--- config.mk ---
export PLATFORM = sky130hd
export DESIGN_NAME = dtc_marker_decoder
export DESIGN_NICKNAME = d
export VERILOG_FILES = /design/src/rtl/dtc_marker_pkg.sv /design/src/rtl/dtc_event_counter.sv /design/src/rtl/dtc_marker_decoder.sv
export SDC_FILE = /design/constraint.sdc
export NUM_CORES = 1
export LEC_CHECK = 0
export CORE_ASPECT_RATIO = 2
export CORE_MARGIN = 10
export CORE_UTILIZATION = 50
export CTS_BUF_LIST = sky130_fd_sc_hd__clkbuf_8
export CTS_CLUSTER_DIAMETER = 60
export DETAILED_ROUTE_END_ITERATION = 8
export PLACE_DENSITY_LB_ADDON = 0.05
export SLEW_MARGIN = 15
export SYNTH_ARGS = -nofsm -noshare
export SYNTH_HDL_FRONTEND = slang
export SYNTH_SLANG_ARGS = --single-unit
--- constraint.sdc ---
create_clock -name XCVR_CLK -period 3.55 [get_ports XCVR_CLK]
set_clock_uncertainty 0.1 [all_clocks]
set_input_delay 0.71 -clock XCVR_CLK [delete_from_list [all_inputs] [get_ports XCVR_CLK]]
set_output_delay 0.71 -clock XCVR_CLK [all_outputs]
set_load 0.03 [all_outputs]
--- src/rtl/dtc_marker_pkg.sv ---
// Shared definitions for the DTC marker decoder: K-flag codes, word
// constants, error classes and the framing FSM state type.
package dtc_marker_pkg;

   // K-flag codes as delivered by the RX 8b/10b lane
   localparam logic [1:0] K_COMMA = 2'b11;
   localparam logic [1:0] K_CMD   = 2'b10;
   localparam logic [1:0] K_DATA  = 2'b00;

   // Idle comma word and the common command prefix
   localparam logic [15:0] W_COMMA    = 16'hBC3C;
   localparam logic [7:0]  CMD_PREFIX = 8'h1C;

   // Low bytes of first words
   localparam logic [7:0] LB_DCS      = 8'h00;
   localparam logic [7:0] LB_EVENT    = 8'h10;
   localparam logic [7:0] LB_CLOCK    = 8'h11;
   localparam logic [7:0] LB_LOOPBACK = 8'h12;
   localparam logic [7:0] LB_DIAG     = 8'h13;
   localparam logic [7:0] LB_TIMEOUT  = 8'h14;
   localparam logic [7:0] LB_RETRANS  = 8'h15;

   // Low bytes of complement words
   localparam logic [7:0] LB_RETRANS_COMP  = 8'hEA;
   localparam logic [7:0] LB_LOOPBACK_COMP = 8'hED;
   localparam logic [7:0] LB_CLOCK_COMP    = 8'hEE;
   localparam logic [7:0] LB_EVENT_COMP    = 8'hEF;

   typedef enum logic [2:0] {
      ERR_NONE         = 3'd0,
      ERR_MISSING_COMP = 3'd1,
      ERR_WRONG_COMP   = 3'd2,
      ERR_REPEAT_FIRST = 3'd3,
      ERR_ORPHAN_COMP  = 3'd4,
      ERR_BAD_SEQ      = 3'd5,
      ERR_MISSING_SEQ  = 3'd6,
      ERR_ILLEGAL_CMD  = 3'd7
   } err_code_t;

   typedef enum logic [2:0] {
      ST_IDLE,
      ST_WAIT_CLK_N,
      ST_WAIT_EVT_N,
      ST_WAIT_RTX_N,
      ST_WAIT_RTX_SEQ
   } state_t;

   // A command word is legal only when its high byte carries the prefix
   function automatic logic is_legal_cmd(input logic [15:0] word);
      return word[15:8] == CMD_PREFIX;
   endfunction

   // Retransmission sequence words repeat one nibble four times
   function automatic logic nibbles_equal(input logic [15:0] word);
      return (word[15:12] == word[3:0]) && (word[11:8] == word[3:0]) &&
             (word[7:4] == word[3:0]);
   endfunction

endpackage

--- src/rtl/dtc_event_counter.sv ---
// Wrapping event counter with synchronous clear; a clear coinciding with
// an increment loads 1 so that event is not lost.
module dtc_event_counter #(
   parameter int CNT_WIDTH = 32
) (
   input  logic                 i_clk,
   input  logic                 i_rst,
   input  logic                 i_inc,
   input  logic                 i_clr,
   output logic [CNT_WIDTH-1:0] o_count
);

   logic [CNT_WIDTH-1:0] r_count;

   // Count events, clear on request, wrap naturally on overflow
   always_ff @(posedge i_clk or posedge i_rst) begin
      // NOTE: sequential state is always updated with non-blocking assignments
      if (i_rst) begin
         r_count <= '0;
      end else if (i_clr) begin
         r_count <= {{(CNT_WIDTH-1){1'b0}}, i_inc};
      end else if (i_inc) begin
         r_count <= r_count + CNT_WIDTH'(1);
      end
   end

   assign o_count = r_count;

endmodule

--- src/rtl/dtc_marker_decoder.sv ---
// Receive-side DTC marker decoder: frames double-word and sequence markers,
// emits one-cycle marker/error pulses and keeps marker/error counters.
module dtc_marker_decoder
   import dtc_marker_pkg::*;
#(
   parameter int CNT_WIDTH = 32
) (
   input  logic                 XCVR_CLK,
   input  logic                 XCVR_RESET,
   input  logic                 RX_LOCK,
   input  logic [15:0]          DATA_FROM_RX,
   input  logic [1:0]           KCHAR_FROM_RX,
   input  logic                 CNT_CLEAR,
   output logic                 CLOCK_MARKER,
   output logic                 EVENT_MARKER,
   output logic                 LOOPBACK_MARKER,
   output logic                 DIAG_MARKER,
   output logic                 TIMEOUT_MARKER,
   output logic                 RETRANS_REQ,
   output logic [3:0]           RETRANS_SEQ,
   output logic                 DCS_REQ_START,
   output logic                 UNDEF_CMD,
   output logic                 ERR_VALID,
   output logic [2:0]           ERR_CODE,
   output logic [CNT_WIDTH-1:0] MARKER_CNT,
   output logic [CNT_WIDTH-1:0] ERROR_CNT
);

   state_t    r_state;
   logic      r_clock, r_event, r_loopback, r_diag, r_timeout, r_retrans;
   logic      r_dcs, r_undef, r_err_valid;
   logic [3:0] r_retrans_seq;
   err_code_t r_err_code;

   logic        w_is_cmd;
   logic        w_legal;
   logic [15:0] w_expected_comp;
   logic [15:0] w_own_first;
   logic        w_marker_inc;
   logic        w_err_inc;
   logic        w_cnt_clr;

   assign w_is_cmd = (KCHAR_FROM_RX == K_CMD);
   assign w_legal  = is_legal_cmd(DATA_FROM_RX);

   // Complement and opener that belong to the pending double-word sequence
   assign w_expected_comp = (r_state == ST_WAIT_CLK_N) ? {CMD_PREFIX, LB_CLOCK_COMP} :
                            (r_state == ST_WAIT_EVT_N) ? {CMD_PREFIX, LB_EVENT_COMP} :
                                                         {CMD_PREFIX, LB_RETRANS_COMP};
   assign w_own_first     = (r_state == ST_WAIT_CLK_N) ? {CMD_PREFIX, LB_CLOCK} :
                            (r_state == ST_WAIT_EVT_N) ? {CMD_PREFIX, LB_EVENT} :
                                                         {CMD_PREFIX, LB_RETRANS};

   // Framing FSM with registered pulse, sequence and error outputs
   always_ff @(posedge XCVR_CLK or posedge XCVR_RESET) begin
      if (XCVR_RESET) begin
         r_state       <= ST_IDLE;
         r_clock       <= 1'b0;
         r_event       <= 1'b0;
         r_loopback    <= 1'b0;
         r_diag        <= 1'b0;
         r_timeout     <= 1'b0;
         r_retrans     <= 1'b0;
         r_dcs         <= 1'b0;
         r_undef       <= 1'b0;
         r_err_valid   <= 1'b0;
         r_retrans_seq <= '0;
         r_err_code    <= ERR_NONE;
      end else begin
         // NOTE: pulses default low each cycle and are raised only by the branch that fires them
         r_clock     <= 1'b0;
         r_event     <= 1'b0;
         r_loopback  <= 1'b0;
         r_diag      <= 1'b0;
         r_timeout   <= 1'b0;
         r_retrans   <= 1'b0;
         r_dcs       <= 1'b0;
         r_undef     <= 1'b0;
         r_err_valid <= 1'b0;
         if (!RX_LOCK) begin
            r_state <= ST_IDLE;
         end else begin
            case (r_state)
               ST_IDLE: begin
                  if (w_is_cmd) begin
                     if (!w_legal) begin
                        r_err_valid <= 1'b1;
                        r_err_code  <= ERR_ILLEGAL_CMD;
                     end else begin
                        case (DATA_FROM_RX[7:0])
                           LB_CLOCK:    r_state    <= ST_WAIT_CLK_N;
                           LB_EVENT:    r_state    <= ST_WAIT_EVT_N;
                           LB_RETRANS:  r_state    <= ST_WAIT_RTX_N;
                           LB_LOOPBACK: r_loopback <= 1'b1;
                           LB_DIAG:     r_diag     <= 1'b1;
                           LB_TIMEOUT:  r_timeout  <= 1'b1;
                           LB_DCS:      r_dcs      <= 1'b1;
                           LB_CLOCK_COMP, LB_EVENT_COMP,
                           LB_RETRANS_COMP, LB_LOOPBACK_COMP: begin
                              r_err_valid <= 1'b1;
                              r_err_code  <= ERR_ORPHAN_COMP;
                           end
                           default:     r_undef    <= 1'b1;
                        endcase
                     end
                  end
               end
               ST_WAIT_CLK_N, ST_WAIT_EVT_N, ST_WAIT_RTX_N: begin
                  // The second word is always consumed here, never re-parsed
                  r_state <= ST_IDLE;
                  if (!w_is_cmd) begin
                     r_err_valid <= 1'b1;
                     r_err_code  <= ERR_MISSING_COMP;
                  end else if (!w_legal) begin
                     r_err_valid <= 1'b1;
                     r_err_code  <= ERR_ILLEGAL_CMD;
                  end else if (DATA_FROM_RX == w_expected_comp) begin
                     if (r_state == ST_WAIT_CLK_N)      r_clock <= 1'b1;
                     else if (r_state == ST_WAIT_EVT_N) r_event <= 1'b1;
                     else                               r_state <= ST_WAIT_RTX_SEQ;
                  end else if (DATA_FROM_RX == w_own_first) begin
                     r_err_valid <= 1'b1;
                     r_err_code  <= ERR_REPEAT_FIRST;
                  end else begin
                     r_err_valid <= 1'b1;
                     r_err_code  <= ERR_WRONG_COMP;
                  end
               end
               ST_WAIT_RTX_SEQ: begin
                  r_state <= ST_IDLE;
                  if (KCHAR_FROM_RX != K_DATA) begin
                     r_err_valid <= 1'b1;
                     r_err_code  <= ERR_MISSING_SEQ;
                  end else if (nibbles_equal(DATA_FROM_RX)) begin
                     r_retrans     <= 1'b1;
                     r_retrans_seq <= DATA_FROM_RX[3:0];
                  end else begin
                     r_err_valid <= 1'b1;
                     r_err_code  <= ERR_BAD_SEQ;
                  end
               end
               default: r_state <= ST_IDLE;
            endcase
         end
      end
   end

   // Counters advance from the visible pulses and freeze while unlocked
   assign w_marker_inc = RX_LOCK & (r_clock | r_event | r_loopback | r_diag |
                                    r_timeout | r_retrans);
   assign w_err_inc    = RX_LOCK & r_err_valid;
   assign w_cnt_clr    = RX_LOCK & CNT_CLEAR;

   dtc_event_counter #(.CNT_WIDTH(CNT_WIDTH)) u_marker_cnt (
      .i_clk   (XCVR_CLK),
      .i_rst   (XCVR_RESET),
      .i_inc   (w_marker_inc),
      .i_clr   (w_cnt_clr),
      .o_count (MARKER_CNT)
   );

   dtc_event_counter #(.CNT_WIDTH(CNT_WIDTH)) u_error_cnt (
      .i_clk   (XCVR_CLK),
      .i_rst   (XCVR_RESET),
      .i_inc   (w_err_inc),
      .i_clr   (w_cnt_clr),
      .o_count (ERROR_CNT)
   );

   assign CLOCK_MARKER    = r_clock;
   assign EVENT_MARKER    = r_event;
   assign LOOPBACK_MARKER = r_loopback;
   assign DIAG_MARKER     = r_diag;
   assign TIMEOUT_MARKER  = r_timeout;
   assign RETRANS_REQ     = r_retrans;
   assign RETRANS_SEQ     = r_retrans_seq;
   assign DCS_REQ_START   = r_dcs;
   assign UNDEF_CMD       = r_undef;
   assign ERR_VALID       = r_err_valid;
   assign ERR_CODE        = r_err_code;

endmodule
==> results.md <==
* Outcome: finished clean
* Setup Crit Path Kind: in -> reg
* Final #Nets at about 570
* Post-Syn Nets at 465
* Clk sinks at 83
* I/O pin count at 102
* Crit path arrival time at 2980 ps
* Port Buffers at 101
* Final hold vios at 0
* Post-CTS resize count at 0
* CP Cell Sequence: clkdlybuf4s50_1 -> or4_4 -> nor3b_1 -> a31oi_1 -> o311ai_0 -> mux2_2
* Crit Path Max Fanout at 7
* Post-synth top area cell: dfrtp_1
* DIE HEIGHT at around 150 um
* Period utilisation layout at 78.7%
* CTS tree: built
* DR WL/cell at 17.1 um
* Synth top area cells: dfrtp_1, xor2_1, nor2_1
* First-pass GRT wire length at about 18 mm
* Clk slew on worst S/H paths at 80 ps
* H-tree depth at 3
* Worst slew pin tran at 785 ps
* Area growth, synth to finish at 30.9%
* Register area share after synthesis at around half
* CP Data Required Time at 3740 ps
* Final worst slack at 756 ps
* CP Launch Type: input pin
* Synth Flop Type: dfrtp_1
* F_max at around 360 MHz
* R2r setup slk at 1250 ps
* Slew Viols, Final at 0
* WL final at 11.1 mm
* Total CTS buffers at 9
* Minimum clock period at 2790 ps
* Hold_buf cts at 0
* Initial Util at between 50% and 60%
* Post CTS Setup Buffer Count at 0
* Mux cell area share after synthesis at 1.85%
* FP Rows at 47
* Initial antenna violation count at 0
* Met1 wire length at 4.26 mm
* Pleak at 2.38 nW
* # Max-Cap Violations at 0
* GP Congestion at 0.839
* RSZ-0062 raised after global routing: no
* Core Area at 8290 um2
* Hold Path Class: reg -> reg
* Mapped Area at about 4300 um2
* Synth Area in Compound Gates at 8.76%
* Largest net degree at the start of global routing at 46
* DP Wirelength at 8.46 mm
* Max-slew headroom at 47.2%
* Slowest library cell on the worst path: or4_4
* Setup TNS at 0 ps
* Fill cells at about 700
* Clock buffer depth at 2
* XOR/XNOR share of the synthesized area at 10.5%
* Die W at 85.3 um
* Adder-cell area share of the yosys netlist at less than 1%
* Drt first pass iters at 4
* Peak VDD IR at 0.000233 V
* Fraction of registers with async set or reset after synthesis at 100%
* GRT Overall Usage at 17.3%
* Yosys warnings at 0
* Finished Core Util at about two thirds
* Number of global-route vias before repair at 3,840
* Metal3 WL at 573 um
* Final setup viols at 0
* Seq cells post-synth at 83
* Worst Setup End Kind: flop
* Grt ovf at 0
* Ant. Diodes at 0
* Worst-Skew Late Latency at around 360 ps
* Die area at around 13,000 um2
* Max Used Layer: met4
* Pre-CTS WS at 409 ps
* Post-route ant nets at 0
* Post-Synthesis Cells at 441
* Area share of the largest cell type after synthesis at 48.8%
* Largest family of logic cells by synthesized area: simple AND/OR/NAND/NOR gates
* Share of layout cells above drive strength 1 at 8.18%
* Root buffer cell: clkbuf_8
* Post-synth EDFFs at 0
* Vias at 3,687
* Via density at 5.69
* Synth cell types at 50
* Met2 routed WL at 5.97 mm
* Crit-path max cell delay at 610 ps
* Residual DRC at 0
* Syn avg cell area at 9.65 um2
* Hold WS at 419 ps
* First DRT Iteration DRCs at between 100 and 150
* Most frequent cell after synthesis: dfrtp_1
* Pwr/cell area at 301 nW/um2
* Top post-synthesis cells by count: dfrtp_1, nor2_1, nand2_1
* Simple-Gate Fraction of Synth Area at 27.5%
[critical path: cells and delay by family]
kind	cells	cell delay (ps)
AO/OA/AOI/OAI	2	430
buffers and inverters	1	540
multiplexers	1	210
AND/OR/NAND/NOR	2	1100
[placed cells by master (no fill, tap or decap), types with 4 or more instances in the layout]
cell and count:
a21oi_1 18, clkdlybuf4s50_1 101, buf_4 4, dfrtp_1 83, and2_1 4, mux2_2 7, nand3_1 22, and3_1 12
nor2_1 56, or3_1 9, nand2b_1 4, inv_1 11, xor2_1 37, nor4_1 8, xnor2_1 14, clkbuf_8 10
nor3_1 12, nand4_1 17, o21ai_0 19, nand2_1 40, and4_1 11
[registers in the layout (all words and copies together) (netlist names), 3 cells and up]
name and count:
u_error_cnt.o_count 32, u_marker_cnt.o_count 32, r_state 3, RETRANS_SEQ 4, ERR_CODE 3
[routing by layer]
metal | global-route usage (%) | vias to the layer above
met5 | 0 | -
met4 | 7.12 | 0
met3 | 5.09 | 17
met2 | 31.9 | 76
met1 | 17.4 | 1821
li1 | - | 1773
[cells by family after synthesis]
family | count (synthesis)
AO/OA/AOI/OAI | 59
XOR/XNOR | 51
adder cells (fa/ha/maj) | 2
buffers and inverters | 23
flip-flops | 83
multiplexers | 7
AND/OR/NAND/NOR | 216
[stage by stage]
stage | instance area, um2 | power [mW] | std cells
2_1_floorplan | 4260 | 1.04 | 441
3_3_place_gp | 5400 | 1.10 | 632
3_5_place_dp | 5400 | 1.10 | 632
4_1_cts | 5570 | 1.70 | 648
5_1_grt | 5570 | 1.74 | 648
6_report | 5570 | 1.68 | 648
[layout make-up]
| cell class | instances | area, um2 | area share [%] |
|---|---|---|---|
| Sequential cell | 83 | 2080 | 37.3 |
| Multi-Input combinational cell | 335 | 2100 | 37.7 |
| Inverter | 10 | 38.8 | 0.696 |
| Timing Repair Buffer | 106 | 1060 | 19.0 |
| Clock buffer | 10 | 138 | 2.47 |
| Tap cell | 98 | 123 | 2.20 |
| Clock inverter | 6 | 33.8 | 0.606 |
[path summary, 6_finish.rpt]
| check | endpoint | startpoint | cells past startpoint |
|---|---|---|---|
| setup / recovery | ERR_CODE[0] | DATA_FROM_RX[3] | 6 |
| hold / removal | RETRANS_SEQ[3] | RETRANS_SEQ[3] | 1 |
| setup reg to reg | UNDEF_CMD | r_state[0] | 5 |
| hold reg to reg | RETRANS_SEQ[3] | RETRANS_SEQ[3] | 1 |
| max in group asynchronous | u_marker_cnt.o_count[2] | XCVR_RESET | 3 |
| min in group asynchronous | u_error_cnt.o_count[29] | XCVR_RESET | 2 |
[where the power goes]
group          total (mW)  switching [mW]  internal (mW)
Clock               0.595           0.328          0.267
Sequential          0.954         0.00519          0.948
Combinational       0.127          0.0778         0.0496
Total                1.68           0.411           1.26
No activity file was read; power rests on OpenSTA's default activity.
